**config.mk**
```make
export PLATFORM = sky130hd
export DESIGN_NAME = motoro3_freq_ramp_flat
export DESIGN_NICKNAME = d
export VERILOG_FILES = /design/src/rtl/motoro3_pkg.sv /design/src/rtl/motoro3_freq_ramp_if.sv /design/src/rtl/motoro3_ramp_tick.sv /design/src/rtl/motoro3_freq_ramp.sv /design/src/flat_wrapper.sv
export SDC_FILE = /design/constraint.sdc
export NUM_CORES = 1
export LEC_CHECK = 0
export CAP_MARGIN = 15
export CORE_AREA = 2 2 122 89
export DETAILED_ROUTE_END_ITERATION = 8
export DIE_AREA = 0 0 124 91
export PLACE_DENSITY = 0.69
export SLEW_MARGIN = 20
export SYNTH_ARGS = -nofsm -noshare
export SYNTH_HDL_FRONTEND = slang
export SYNTH_SLANG_ARGS = --single-unit
```
**constraint.sdc**
```tcl
create_clock -name clk -period 4.6 [get_ports clk]
set_input_delay 0.69 -clock clk [delete_from_list [all_inputs] [get_ports clk]]
set_output_delay 0.69 -clock clk [all_outputs]
set_load 0.1 [all_outputs]
```
**src/rtl/motoro3_pkg.sv**
```systemverilog
// Shared definitions for the motoro3 drive chain: ramp FSM state encoding
// and the frequency-word defaults used by both the ramp and the step generator.
package motoro3_pkg;

    localparam int unsigned FREQ_W_DEF = 10;
    localparam int unsigned F_MIN_DEF  = 1;
    localparam int unsigned DIV_W_DEF  = 16;

    typedef enum logic [2:0] {
        ST_IDLE  = 3'd0,
        ST_START = 3'd1,
        ST_RAMP  = 3'd2,
        ST_RUN   = 3'd3,
        ST_STOP  = 3'd4
    } ramp_state_e;

    // A zero acceleration request still has to make progress.
    function automatic logic [3:0] eff_step(input logic [3:0] step);
        return (step == 4'd0) ? 4'd1 : step;
    endfunction

endpackage

```
**src/rtl/motoro3_freq_ramp_if.sv**
```systemverilog
// Command, feedback and status bundle between the ramp controller and its
// operator-side driver.
interface motoro3_freq_ramp_if
    import motoro3_pkg::*;
#(
    parameter int unsigned FREQ_W = FREQ_W_DEF,
    parameter int unsigned DIV_W  = DIV_W_DEF
);
    logic              cmdRun;
    logic [FREQ_W-1:0] cmdFreq;
    logic [3:0]        accelStep;
    logic [DIV_W-1:0]  rampDiv;
    logic              m3cntLast1;
    logic              m3start;
    logic [FREQ_W-1:0] m3freq;
    logic [FREQ_W-1:0] freqInt;
    logic [2:0]        rampState;
    logic              rampBusy;
    logic              atTarget;

    modport master (
        output cmdRun, cmdFreq, accelStep, rampDiv, m3cntLast1,
        input  m3start, m3freq, freqInt, rampState, rampBusy, atTarget
    );

    modport slave (
        input  cmdRun, cmdFreq, accelStep, rampDiv, m3cntLast1,
        output m3start, m3freq, freqInt, rampState, rampBusy, atTarget
    );

endinterface

```
**src/rtl/motoro3_ramp_tick.sv**
```systemverilog
// Ramp prescaler: one-cycle tick every rampDiv clocks while enabled,
// restartable from zero via clr.
module motoro3_ramp_tick #(
    parameter int unsigned DIV_W = 16
) (
    input  logic             clk,
    input  logic             rst,
    input  logic             clr,
    input  logic             en,
    input  logic [DIV_W-1:0] rampDiv,
    output logic             tick
);

    logic [DIV_W-1:0] r_cnt;
    logic [DIV_W-1:0] w_last;

    // A divider of 0 behaves as 1, i.e. a tick on every enabled cycle.
    assign w_last = (rampDiv == '0) ? '0 : rampDiv - DIV_W'(1);
    assign tick   = en && (r_cnt == w_last);

    always_ff @(posedge clk) begin
        if (rst || clr) begin
            r_cnt <= '0;
        end else if (en) begin
            r_cnt <= tick ? '0 : r_cnt + DIV_W'(1);
        end
    end

endmodule

```
**src/rtl/motoro3_freq_ramp.sv**
```systemverilog
// Soft-start frequency ramp: turns a run request and target into a
// rate-limited trajectory, committed to the step generator at cycle ends.
module motoro3_freq_ramp
    import motoro3_pkg::*;
#(
    parameter int unsigned FREQ_W = FREQ_W_DEF,
    parameter int unsigned F_MIN  = F_MIN_DEF,
    parameter int unsigned DIV_W  = DIV_W_DEF
) (
    input  logic                clk,
    input  logic                rst,
    motoro3_freq_ramp_if.slave  bus
);

    localparam logic [FREQ_W-1:0] FMIN_V = FREQ_W'(F_MIN);
    localparam int unsigned       XW     = FREQ_W + 1;

    ramp_state_e       r_state, w_next;
    logic              r_start;
    logic [FREQ_W-1:0] r_freq, r_m3freq;
    logic [FREQ_W-1:0] w_tgt_run, w_tgt, w_freq_next;
    logic [XW-1:0]     w_f, w_t, w_step, w_up;
    logic              w_tick, w_en, w_clr;

    assign w_tgt_run = (bus.cmdFreq < FMIN_V) ? FMIN_V : bus.cmdFreq;
    assign w_tgt     = (r_state == ST_STOP) ? FMIN_V : w_tgt_run;

    // Saturating step in one extra bit so neither direction can wrap.
    assign w_f    = {1'b0, r_freq};
    assign w_t    = {1'b0, w_tgt};
    assign w_step = XW'(eff_step(bus.accelStep));
    assign w_up   = w_f + w_step;

    always_comb begin
        w_freq_next = r_freq;
        if (w_f < w_t) begin
            w_freq_next = (w_up > w_t) ? w_tgt : FREQ_W'(w_up);
        end else if (w_f > w_t) begin
            w_freq_next = (w_f >= w_t + w_step) ? FREQ_W'(w_f - w_step) : w_tgt;
        end
    end

    always_comb begin
        w_next = r_state;
        case (r_state)
            ST_IDLE:  if (bus.cmdRun) w_next = ST_START;
            ST_START: w_next = ST_RAMP;
            ST_RAMP: begin
                if (!bus.cmdRun)              w_next = ST_STOP;
                else if (r_freq == w_tgt_run) w_next = ST_RUN;
            end
            ST_RUN: begin
                if (!bus.cmdRun)              w_next = ST_STOP;
                else if (r_freq != w_tgt_run) w_next = ST_RAMP;
            end
            ST_STOP: begin
                if (bus.cmdRun)                                    w_next = ST_RAMP;
                else if (r_freq == FMIN_V && r_m3freq == FMIN_V)   w_next = ST_IDLE;
            end
            default:  w_next = ST_IDLE;
        endcase
    end

    assign w_en  = (r_state == ST_RAMP) || (r_state == ST_STOP);
    assign w_clr = ((w_next == ST_RAMP) || (w_next == ST_STOP)) && (w_next != r_state);

    motoro3_ramp_tick #(.DIV_W(DIV_W)) u_tick (
        .clk     (clk),
        .rst     (rst),
        .clr     (w_clr),
        .en      (w_en),
        .rampDiv (bus.rampDiv),
        .tick    (w_tick)
    );

    always_ff @(posedge clk) begin
        if (rst) begin
            r_state  <= ST_IDLE;
            r_start  <= 1'b0;
            r_freq   <= FMIN_V;
            r_m3freq <= FMIN_V;
        end else begin
            r_state <= w_next;
            r_start <= (w_next == ST_RAMP) || (w_next == ST_RUN) || (w_next == ST_STOP);
            if (r_state == ST_IDLE) begin
                r_freq <= FMIN_V;
            end else if (w_tick) begin
                r_freq <= w_freq_next;
            end
            // Once running, only hand over a new frequency at a cycle boundary.
            if (!r_start || bus.m3cntLast1) begin
                r_m3freq <= r_freq;
            end
        end
    end

    assign bus.m3start   = r_start;
    assign bus.m3freq    = r_m3freq;
    assign bus.freqInt   = r_freq;
    assign bus.rampState = r_state;
    assign bus.rampBusy  = (r_state == ST_START) || (r_state == ST_RAMP) || (r_state == ST_STOP);
    assign bus.atTarget  = (r_state == ST_RUN);

endmodule

```
**src/flat_wrapper.sv**
```systemverilog
// flat-port wrapper written by rule: the top's interface ports become plain ports
module motoro3_freq_ramp_flat import motoro3_pkg::*;
#(
    parameter int unsigned FREQ_W = FREQ_W_DEF,
    parameter int unsigned F_MIN  = F_MIN_DEF,
    parameter int unsigned DIV_W  = DIV_W_DEF
)
  (clk, rst, bus_cmdRun, bus_cmdFreq, bus_accelStep, bus_rampDiv, bus_m3cntLast1, bus_m3start, bus_m3freq, bus_freqInt, bus_rampState, bus_rampBusy, bus_atTarget);
  motoro3_freq_ramp_if #(.FREQ_W(FREQ_W), .DIV_W(DIV_W)) bus_i ();
  input  logic clk;
  input  logic rst;
  input wire logic [$bits(bus_i.cmdRun)-1:0] bus_cmdRun;
  input wire logic [$bits(bus_i.cmdFreq)-1:0] bus_cmdFreq;
  input wire logic [$bits(bus_i.accelStep)-1:0] bus_accelStep;
  input wire logic [$bits(bus_i.rampDiv)-1:0] bus_rampDiv;
  input wire logic [$bits(bus_i.m3cntLast1)-1:0] bus_m3cntLast1;
  output wire logic [$bits(bus_i.m3start)-1:0] bus_m3start;
  output wire logic [$bits(bus_i.m3freq)-1:0] bus_m3freq;
  output wire logic [$bits(bus_i.freqInt)-1:0] bus_freqInt;
  output wire logic [$bits(bus_i.rampState)-1:0] bus_rampState;
  output wire logic [$bits(bus_i.rampBusy)-1:0] bus_rampBusy;
  output wire logic [$bits(bus_i.atTarget)-1:0] bus_atTarget;
  assign bus_i.cmdRun = bus_cmdRun;
  assign bus_i.cmdFreq = bus_cmdFreq;
  assign bus_i.accelStep = bus_accelStep;
  assign bus_i.rampDiv = bus_rampDiv;
  assign bus_i.m3cntLast1 = bus_m3cntLast1;
  assign bus_m3start = bus_i.m3start;
  assign bus_m3freq = bus_i.m3freq;
  assign bus_freqInt = bus_i.freqInt;
  assign bus_rampState = bus_i.rampState;
  assign bus_rampBusy = bus_i.rampBusy;
  assign bus_atTarget = bus_i.atTarget;
  motoro3_freq_ramp #(.FREQ_W(FREQ_W), .F_MIN(F_MIN), .DIV_W(DIV_W)) u_core (.clk(clk), .rst(rst), .bus(bus_i));
endmodule
```
**Word-level counts from Yosys, hierarchy flattened**

Index checks and enable logic that the tools add are counted.

- Input bits: 34
- Flip-flop bits (word level): 40

- Reduce and logical (&&, ||, !) cells: 18
- Multiplexer cells: 17
- Eq/ne operators: 13
- $lt $le $gt $ge: 5
- $add $sub $neg: 5

Operator list:

| kind | number |
|---|---|
| 2-to-1 mux 10 bit | 6 |
| 2-to-1 mux 16 bit | 2 |
| adder 10 x 4 -> 11 bit | 2 |
| 2-to-1 mux 3 bit | 7 |
| == test 10 x 1 -> 1 bit, second input constant | 2 |
| adder 16 x 1 -> 16 bit, second input constant | 1 |
| == test 16 bit | 1 |
| logical NOT 16 bit | 1 |
| subtractor 16 x 1 -> 16 bit, second input constant | 1 |
| one-hot mux 3 bit (5 select lines) | 1 |
| == test 3 x 2 -> 1 bit, second input constant | 4 |
| >= comparator 10 x 11 -> 1 bit | 1 |
| > comparator 11 x 10 -> 1 bit | 1 |
| == test 10 bit | 1 |
| > comparator 10 bit | 1 |
| < comparator 10 x 1 -> 1 bit, second input constant | 1 |
| < comparator 10 bit | 1 |
| != test 10 bit | 1 |
| subtractor 10 x 4 -> 10 bit | 1 |
| logical OR 1 bit | 8 |
| == test 3 bit, second input constant | 2 |
| logical NOT 4 bit | 1 |
| 2-to-1 mux 4 bit | 1 |
| == test 3 x 1 -> 1 bit, second input constant | 1 |
| other kinds (7) | 9 |

**Depth between registers and ports, before layout**

Gate-level depths: netlist (run 1).

- Depth after elaboration: 10
- Depth in mapped cells: 24

**By module**

Synthesis (run 1) repeated with hierarchy kept, for this count alone.

- Cell total of the unflattened synthesis: 580
- Area total of the unflattened synthesis: 4553.1 um^2

Modules (own cells, without submodules):

| module | area an instance (um^2) | instances | cells an instance |
|---|---|---|---|
| motoro3_freq_ramp | 2926.6 | 1 | 380 |
| motoro3_ramp_tick | 1626.6 | 1 | 200 |

**Least setup slack after synthesis (run 1)**

OpenSTA, ideal clock, no wires.

- Path kind: reg-to-reg
- From: register u_core.r_state[2] (netlist: u_core.bus.rampState[2])
- To: register u_core.r_freq[9] (netlist: u_core.bus.freqInt[9])
- Cell stages (with the launch flop): 23
- Data required time: 4532 ps
- Setup slack: -439 ps
- Clock period less this slack: 5039 ps
- Setup time: 68 ps
- Arrival: 4971 ps
- Cell sequence: dfxtp_1 -> or3b_2 -> clkbuf_1 -> clkbuf_1 -> nand2_1 -> ha_1 -> inv_1 -> fa_1 -> nor2b_1 -> o21ai_0 -> a21oi_1 -> xor2_1 -> ha_1 -> o21a_1 -> o211ai_1 -> a21oi_1 -> a221o_1 -> and3b_1 -> clkbuf_1 -> and2_1 -> a221oi_1 -> mux2i_1 -> nor2_1

- Longest elaborated chain between the ends: 7
- Elaborated cells on any way between the ends: 18
- Those cells by class: add/sub (1); order compare (4); eq/ne (2); mux (5); reduce/logical (6)

RTL lines:

| element | RTL line | source |
|---|---|---|
| start: declaration | motoro3_freq_ramp.sv:18 | `ramp_state_e r_state, w_next;` |
| start signal: assignment | motoro3_freq_ramp.sv:83 | `r_state <= w_next;` |
| == test 3 bit | motoro3_freq_ramp.sv:26, motoro3_freq_ramp.sv:64 |  |
| 2-to-1 mux 10 bit | motoro3_freq_ramp.sv:26 | `assign w_tgt = (r_state == ST_STOP) ? FMIN_V : w_tgt_run;` |
| adder 10 x 4 -> 11 bit | motoro3_freq_ramp.sv:39 | `w_freq_next = (w_f >= w_t + w_step) ? FREQ_W'(w_f - w_step) : w_tgt;` |
| >= comparator 10 x 11 -> 1 bit | motoro3_freq_ramp.sv:39 |  |
| 2-to-1 mux 10 bit | motoro3_freq_ramp.sv:39 |  |
| 2-to-1 mux 10 bit | motoro3_freq_ramp.sv:38 | `end else if (w_f > w_t) begin` |
| 2-to-1 mux 10 bit | motoro3_freq_ramp.sv:36 | `if (w_f < w_t) begin` |
| end signal: assignment | motoro3_freq_ramp.sv:88 | `r_freq <= w_freq_next;` |
| end: declaration | motoro3_freq_ramp.sv:20 | `logic [FREQ_W-1:0] r_freq, r_m3freq;` |

Parallel ways exist; a longest one is shown, timed or not. The select of a mux whose other input is x is not followed.
A chain may end at the register's enable or synchronous reset.

**Worst setup path after layout (run 1)**

- From: input bus_accelStep[0]
- To: register u_core.r_freq[1] (netlist: u_core.bus.freqInt[1])

- Longest elaborated chain between the ends: 7
- Elaborated cells on any way between the ends: 11
- Those cells by class: add/sub (3); order compare (2); mux (5); reduce/logical (1)

RTL lines:

| element | RTL line | source |
|---|---|---|
| start: declaration | flat_wrapper.sv:14 | `input wire logic [$bits(bus_i.accelStep)-1:0] bus_accelStep;` |
| logical NOT 4 bit | motoro3_pkg.sv:19 | `return (step == 4'd0) ? 4'd1 : step;` |
| 2-to-1 mux 4 bit (*) | motoro3_pkg.sv:19 |  |
| adder 10 x 4 -> 11 bit | motoro3_freq_ramp.sv:39 |  |
| >= comparator 10 x 11 -> 1 bit | motoro3_freq_ramp.sv:39 |  |
| 2-to-1 mux 10 bit | motoro3_freq_ramp.sv:39 |  |
| 2-to-1 mux 10 bit | motoro3_freq_ramp.sv:38 |  |
| 2-to-1 mux 10 bit (*) | motoro3_freq_ramp.sv:36 |  |

Every way passes the cells marked *; elsewhere a longest branch is shown, timed or not. The select of a mux whose other input is x is not followed.

==> metrics, run 1 <==
Die Width=124 microns; CTS clk-pin slew, worst paths=0.07 ns; PD cells=177 mW/mm^2; Post-Place Worst Slack=-0.414 ns; Top FF cell, synth=dfxtp_1; deepest clock path buffer count=2; Congestion Overflow GR=0; clock tree sinks=40; Reg area=808 sq um; Final ANT Viol Nets=0; clock root cell=clkbuf_16; Max VDD drop=150 uV; Post-synth EDFFs=0; final cell utilization of the core=59.5%; GRT Total Usage=24.6%; synthesis-to-layout area growth=34.5%; Chip Height=91 microns; Setup Skew=0.00581 ns; post-synthesis net count=669; worst slew pin tran=0.992 ns; initial core utilization=44.2%; FP Rows=31; syn avg cell area=7.59 sq um; Die ar.=0.0113 sq mm; Final period util=96.6%; status=completed; setup_tns=0 ns; pin count of the biggest net entering global routing=18; Synth Instances=588; Yosys cell types=68; nature of the critical path startpoint=primary input; Crit path arrival time=4.62 ns; layout cells sized above 1=19.1%; Synth Cell Area=0.00446 sq mm; Slew Limit Fails=0; Final Hold Fails=0; htree depth=2; Hold WC Path Type=flop to flop; leakage=0.00262 uW; crit-path max cell delay=0.46 ns; Tmin final=4.45 ns; Req. time, crit path=4.78 ns; Setup violations, final=0; synth warn=0; Pre-Repair DR Iteration Count=5; CTS tree=yes; CTS hold repair buffers=0; Slew HR=33.7%; antenna cells=0; CP delay by family, top=compound AO/OA/AOI/OAI gates; Final Net Count=777; multi-input logic area=0.00351 sq mm; IO Pins=60; CP Max Fanout=7; fin worst setup slack=0.155 ns; wire length per cell=17.4 microns; GPL Wtd Cong=1.00; initial antenna violation count=0; first-pass GRT wire length=21900 microns; post-synthesis async set-or-reset flop share=0%; Fill cells=925; CORE AREA=0.0101 sq mm; Remaining DRCs=0; maximum capacitance violations=0; number of buffers and inverters on the critical path=2; Max stage delay cell, worst path=clkdlybuf4s50_1; register area share after synthesis=18.0%; number of vias per cell=5.80; endpoint class of the critical path=flop; CP Class=primary input to flop; Detailed Route WL=14400 microns; clock latency on the worst-skew pair=0.29 ns; Yosys reg bits=40; Max Freq=0.225 GHz; Initial DRC Count=448; via count=4807; worst path cell trace=clkdlybuf4s50_1 -> a31o_2 -> ha_2 -> inv_1 -> fa_2 -> o21bai_1 -> a21oi_2 -> nor2b_1 -> nand2_1 -> xnor2_2 -> ha_4 -> a2111oi_4 -> o221ai_1 -> a311oi_1 -> o311a_1 -> nor2_4 -> a221o_1 -> mux2i_1 -> nor2_1; CTS Buf Count=5; I/O Buffers=59; post-detail-place hpwl=11000 microns; vias in the first global route=4372
-- synthesized netlist by cell type, drive strengths merged (3+ instances only) --
cell type | count | area [sq um]
nor2 | 58 | 223
nand2 | 56 | 213
ha | 44 | 551
a21oi | 42 | 214
dfxtp | 40 | 801
xor2 | 32 | 280
inv | 30 | 113
xnor2 | 29 | 254
clkbuf | 27 | 101
nor3 | 21 | 105
o21ai | 19 | 95.1
nand4 | 14 | 87.6
nand3 | 13 | 65.1
nor4 | 13 | 109
nor2b | 12 | 75.1
buf | 10 | 73.8
mux2i | 9 | 90.1
or4 | 9 | 67.6
nand2b | 8 | 50.1
and3 | 7 | 43.8
nand3b | 7 | 52.6
o211ai | 6 | 45.0
or3 | 6 | 37.5
a211oi | 5 | 47.5
a21o | 5 | 37.5
a221oi | 5 | 43.8
and4 | 4 | 35.0
o311ai | 4 | 35.0
and2 | 3 | 18.8
and4b | 3 | 30.0
fa | 3 | 60.1
nor3b | 3 | 22.5
o21a | 3 | 22.5
o21bai | 3 | 22.5
or3b | 3 | 26.3
-- timing repair --
action | 4_1_cts | 5_1_grt
buffers inserted | 17 | 4
endpoints found under the setup margin | 9 | 24
gates cloned | 0 | 1
pin swaps | 3 | 19
gates resized for setup | 5 | 42
-- state kept, by name (all words and copies together) (netlist names) --
register and cells:
u_core.bus.freqInt 10, u_core.bus.m3freq 10, u_core.bus.m3start 1, u_core.bus.rampState 3
u_core.u_tick.r_cnt 16
-- power by group --
group | internal (uW) | leakage, uW | total (uW) | switching [uW]
Combinational | 138 | 0.00222 | 314 | 176
Clock | 236 | 0.0000786 | 394 | 158
Sequential | 349 | 0.000325 | 353 | 3.50
Total | 723 | 0.00262 | 1060 | 337
-- worst register-to-register path, delay by kind of cell (launching register included) --
kind / cells / cell delay [ns]
XOR/XNOR: 1 / 0.12
AO/OA/AOI/OAI: 7 / 1.28
adder cells (fa/ha/maj): 2 / 0.55
buffers and inverters: 2 / 0.23
multiplexers: 1 / 0.14
flip-flops: 1 / 0.42
AND/OR/NAND/NOR: 10 / 1.54
-- cells by family (layout without fill, tap and decap cells) --
logic type	count (synthesis)	count (layout)	synth area share, %
DFF	40	40	18.0
AOI/OAI and AO/OA	118	118	17.8
muxes	9	9	2.02
and+or+nand+nor	244	244	29.1
buffers and inverters	67	176	6.45
adders and majority gates	47	47	13.7
xor gates and xnor gates	63	63	13.0
-- layout make-up --
cell class                      count  share of cell area [%]
Inverter                           30                    1.88
Sequential cell                    40                    13.5
Multi-Input combinational cell    481                    58.6
Clock buffer                        6                    2.50
Clock inverter                      2                   0.271
Tap cell                          132                    2.75
Timing Repair Buffer              138                    20.5
-- metal layers --
| metal | global-route usage [%] | up-vias | share of wire, % |
|---|---|---|---|
| met3 | 3.64 | 10 | 7.5 |
| met1 | 39.5 | 2297 | 50 |
| met2 | 34.2 | 178 | 42 |
| met4 | 4.40 | 0 | 0.73 |
| li1 | - | 2322 | - |
| met5 | 0 | - | 0 |
-- path summary, 6_finish.rpt --
kind                            slack, ns                          startpoint                            endpoint  depth (start not counted)
worst max register to register       0.21  u_core.bus.rampState[2]$_SDFF_PP0_  u_core.bus.freqInt[1]$_SDFFE_PP0P_                         23
worst max-delay path                 0.15                    bus_accelStep[0]  u_core.bus.freqInt[1]$_SDFFE_PP0P_                         19
worst min-delay path                 0.48   u_core.bus.m3freq[5]$_SDFFE_PP0P_   u_core.bus.m3freq[5]$_SDFFE_PP0P_                          2
worst min register to register       0.48   u_core.bus.m3freq[5]$_SDFFE_PP0P_   u_core.bus.m3freq[5]$_SDFFE_PP0P_                          2
-- layout by cell type, fill, tap and decap left out, types with 11 or more instances in the layout --
master and count:
nor3_1 18, xnor2_1 27, o21ai_0 18, a21oi_1 38
ha_1 41, clkdlybuf4s50_1 49, inv_1 27, buf_4 76
nand2_1 55, nand4_1 14, nor2_1 55, dfxtp_1 36
xor2_1 32, nor2b_1 11, nand3_1 13
-- stage by stage --
step,area (sq um),hold slack (ns),power [uW],std cells
detailed placement,5490,0.467,645,799
finish,6000,0.478,1060,829
floorplan,4470,0.498,532,588
global placement,5490,0.458,639,799
CTS,5800,0.478,1050,824
global route,6000,0.504,1100,829
Power figures use the tool's default switching activity.
==> run 2: changes to the inputs <==
==> constraint.sdc (replaced) <==
create_clock -name clk -period 4.6 [get_ports clk]
set_input_delay 0.46 -clock clk [delete_from_list [all_inputs] [get_ports clk]]
set_output_delay 0.46 -clock clk [all_outputs]
set_load 0.1 [all_outputs]
==> metrics, run 2 (same netlist as run 1, synthesis figures left out) <==
status=completed; Max Freq=0.223 GHz (-0.99%); GRT Total Usage=23.9% (-0.72 points); Chip Height=91 microns (unchanged); initial antenna violation count=0 (unchanged); clock latency on the worst-skew pair=0.28 ns (about the same); clock root cell=clkbuf_16; leakage=0.00236 uW (-9.9%); first-pass GRT wire length=21500 microns (-1.8%); Crit path arrival time=4.65 ns (+0.03 ns); CTS Buf Count=5 (unchanged); total power=979 uW (-7.7%); worst slew pin tran=0.983 ns (-0.00946 ns); Final period util=97.6% (+0.96 points); number of vias per cell=5.94 (+2.4%); FP Rows=31 (unchanged); Slew HR=34.3% (+0.63 points); CP delay by family, top=compound AO/OA/AOI/OAI gates; commonest non-fill, non-tap cell in the layout=clkdlybuf4s50_1; final cell utilization of the core=55.8% (-3.7 points); nature of the critical path startpoint=primary input; RSZ-0062 raised after global routing=true; Final Hold Fails=0 (unchanged); antenna cells=0 (unchanged); synthesis-to-layout area growth=26.1%; Reg area=808 sq um (unchanged); Die Width=124 microns (unchanged); most used cell along the critical path=a221o_1; GPL Wtd Cong=0.993 (-0.85%); IO Pins=60 (unchanged); Congestion Overflow GR=0 (unchanged); placed insts=789 (-1.3%); CP Class=primary input to flop; Worst R2R Setup Slack=0.24 ns (+0.03 ns); CORE AREA=0.0101 sq mm (unchanged); htree depth=2 (unchanged); maximum capacitance violations=0 (unchanged); flip-flop count of the largest register after layout=16 (unchanged); wire length per cell=17.0 microns (-2.5%); number of buffers and inverters on the critical path=3 (+1); Initial DRC Count=452 (+0.89%); CP Max Fanout=12 (+5); I/O Buffers=59 (unchanged); deepest clock path buffer count=2 (unchanged); commonest non-fill, non-tap cells in the layout=clkdlybuf4s50_1, nand2_1, nor2_1; post-detail-place hpwl=10900 microns (-1.3%); vias in the first global route=4260 (-2.6%); largest register by flop count=u_core.u_tick.r_cnt; Final ANT Viol Nets=0 (unchanged); Final Net Count=747 (-3.9%); Pre-Repair DR Iteration Count=5 (unchanged); PD cells=174 mW/mm^2 (-1.5%); Fill cells=955 (+3.2%); Detailed Route WL=13600 microns (-6.0%); Tmin final=4.49 ns (+0.0444 ns); CTS hold repair buffers=0 (unchanged); worst path cell trace=clkdlybuf4s50_1 -> nor4_2 -> a31oi_2 -> nand2_1 -> ha_2 -> inv_1 -> fa_2 -> nor2b_2 -> o21ai_2 -> a21oi_2 -> xor2_1 -> ha_1 -> o21a_1 -> o211ai_1 -> a21oi_1 -> a221o_1 -> and3b_2 -> buf_6 -> nor2b_1 -> a221o_1 -> mux2i_1 -> nor2_1; Setup violations, final=0 (unchanged); CTS tree=yes; Remaining DRCs=0 (unchanged); Slew Limit Fails=0 (unchanged); multi-input logic area=0.00343 sq mm (-2.4%); Non-Filler Instances=799 (-3.6%); Hold WC Path Type=flop to flop; initial core utilization=44.2% (unchanged); layout cells sized above 1=13.0% (-6.0 points); Req. time, crit path=4.76 ns (-0.02 ns); Max stage delay cell, worst path=clkdlybuf4s50_1; CTS clk-pin slew, worst paths=0.06 ns (about the same); endpoint class of the critical path=flop; via count=4745 (-1.3%); Hold WS=0.477 ns (-0.00161 ns); Die ar.=0.0113 sq mm (unchanged); pin count of the biggest net entering global routing=18 (unchanged); clock tree sinks=40 (unchanged); Setup Skew=0.00766 ns (+0.00185 ns); crit-path max cell delay=0.43 ns (-0.03 ns); Max VDD drop=173 uV (+15%)
## run 2: routing by layer
layer  wire, microns  global-route usage (%)
met1            6820                    39.2
met2            5390                    32.2
met3            1240                    4.08
met4             114                    3.56
met5               0                       0
## run 2: worst paths after layout
kind,from,end,cells past startpoint
worst max-delay path,bus_cmdFreq[3],u_core.bus.freqInt[1]$_SDFFE_PP0P_,22
worst max register to register,u_core.bus.rampState[1]$_SDFF_PP0_,u_core.bus.freqInt[1]$_SDFFE_PP0P_,23
worst min register to register,u_core.bus.m3freq[1]$_SDFFE_PP0P_,u_core.bus.m3freq[1]$_SDFFE_PP0P_,2
worst min-delay path,u_core.bus.m3freq[1]$_SDFFE_PP0P_,u_core.bus.m3freq[1]$_SDFFE_PP0P_,2
## run 2: metrics by stage
stage	setup slack [ns]	instance area, sq um	setup TNS (ns)
final	0.110	5620	0
after global routing	-0.0857	5620	-0.470
after CTS	0.0146	5550	0
after detailed placement	-0.348	5400	-2.60
after global placement	-0.183	5400	-1.15
after floorplan	0.0317	4470	0
## run 2: power breakdown
part	internal, uW	switching (uW)	leakage [uW]	total, uW
sequential	349	2.99	0.000325	352
clock	200	139	0.0000669	340
combinational	121	166	0.00197	287
total	671	308	0.00236	979
## run 2: worst reg2reg max path, stage by stage, from the launching register on
cell      delay (ns)
dfxtp_2         0.32
or3b_4          0.46
nand2_1         0.12
inv_1           0.08
ha_1            0.28
a21o_1          0.18
a21oi_1         0.22
nor2b_1         0.09
nor2_1          0.18
nor2_1          0.09
nand2_1         0.09
xnor2_1         0.11
nand2_1         0.07
ha_1            0.28
o21a_1          0.11
o211ai_1        0.16
a21oi_1         0.06
a221o_1         0.33
and3b_2         0.26
buf_6           0.15
nor2b_1         0.13
a221o_1         0.26
mux2i_1         0.14
nor2_1          0.05
## run 2: layout make-up
cell class	instances	area share, %
clock buffers	6	2.29
clock inverters	2	0.223
inverters	30	2.00
multi-input cells	481	61.0
flip-flops and latches	40	14.4
well taps	132	2.94
repair buffers	108	17.2
## run 2: repair_timing
item	4_1_cts	5_1_grt
pin swaps	0	9
cloned	0	0
endpoints found under the setup margin	8	10
resized for setup	2	16
buffers inserted	0	2
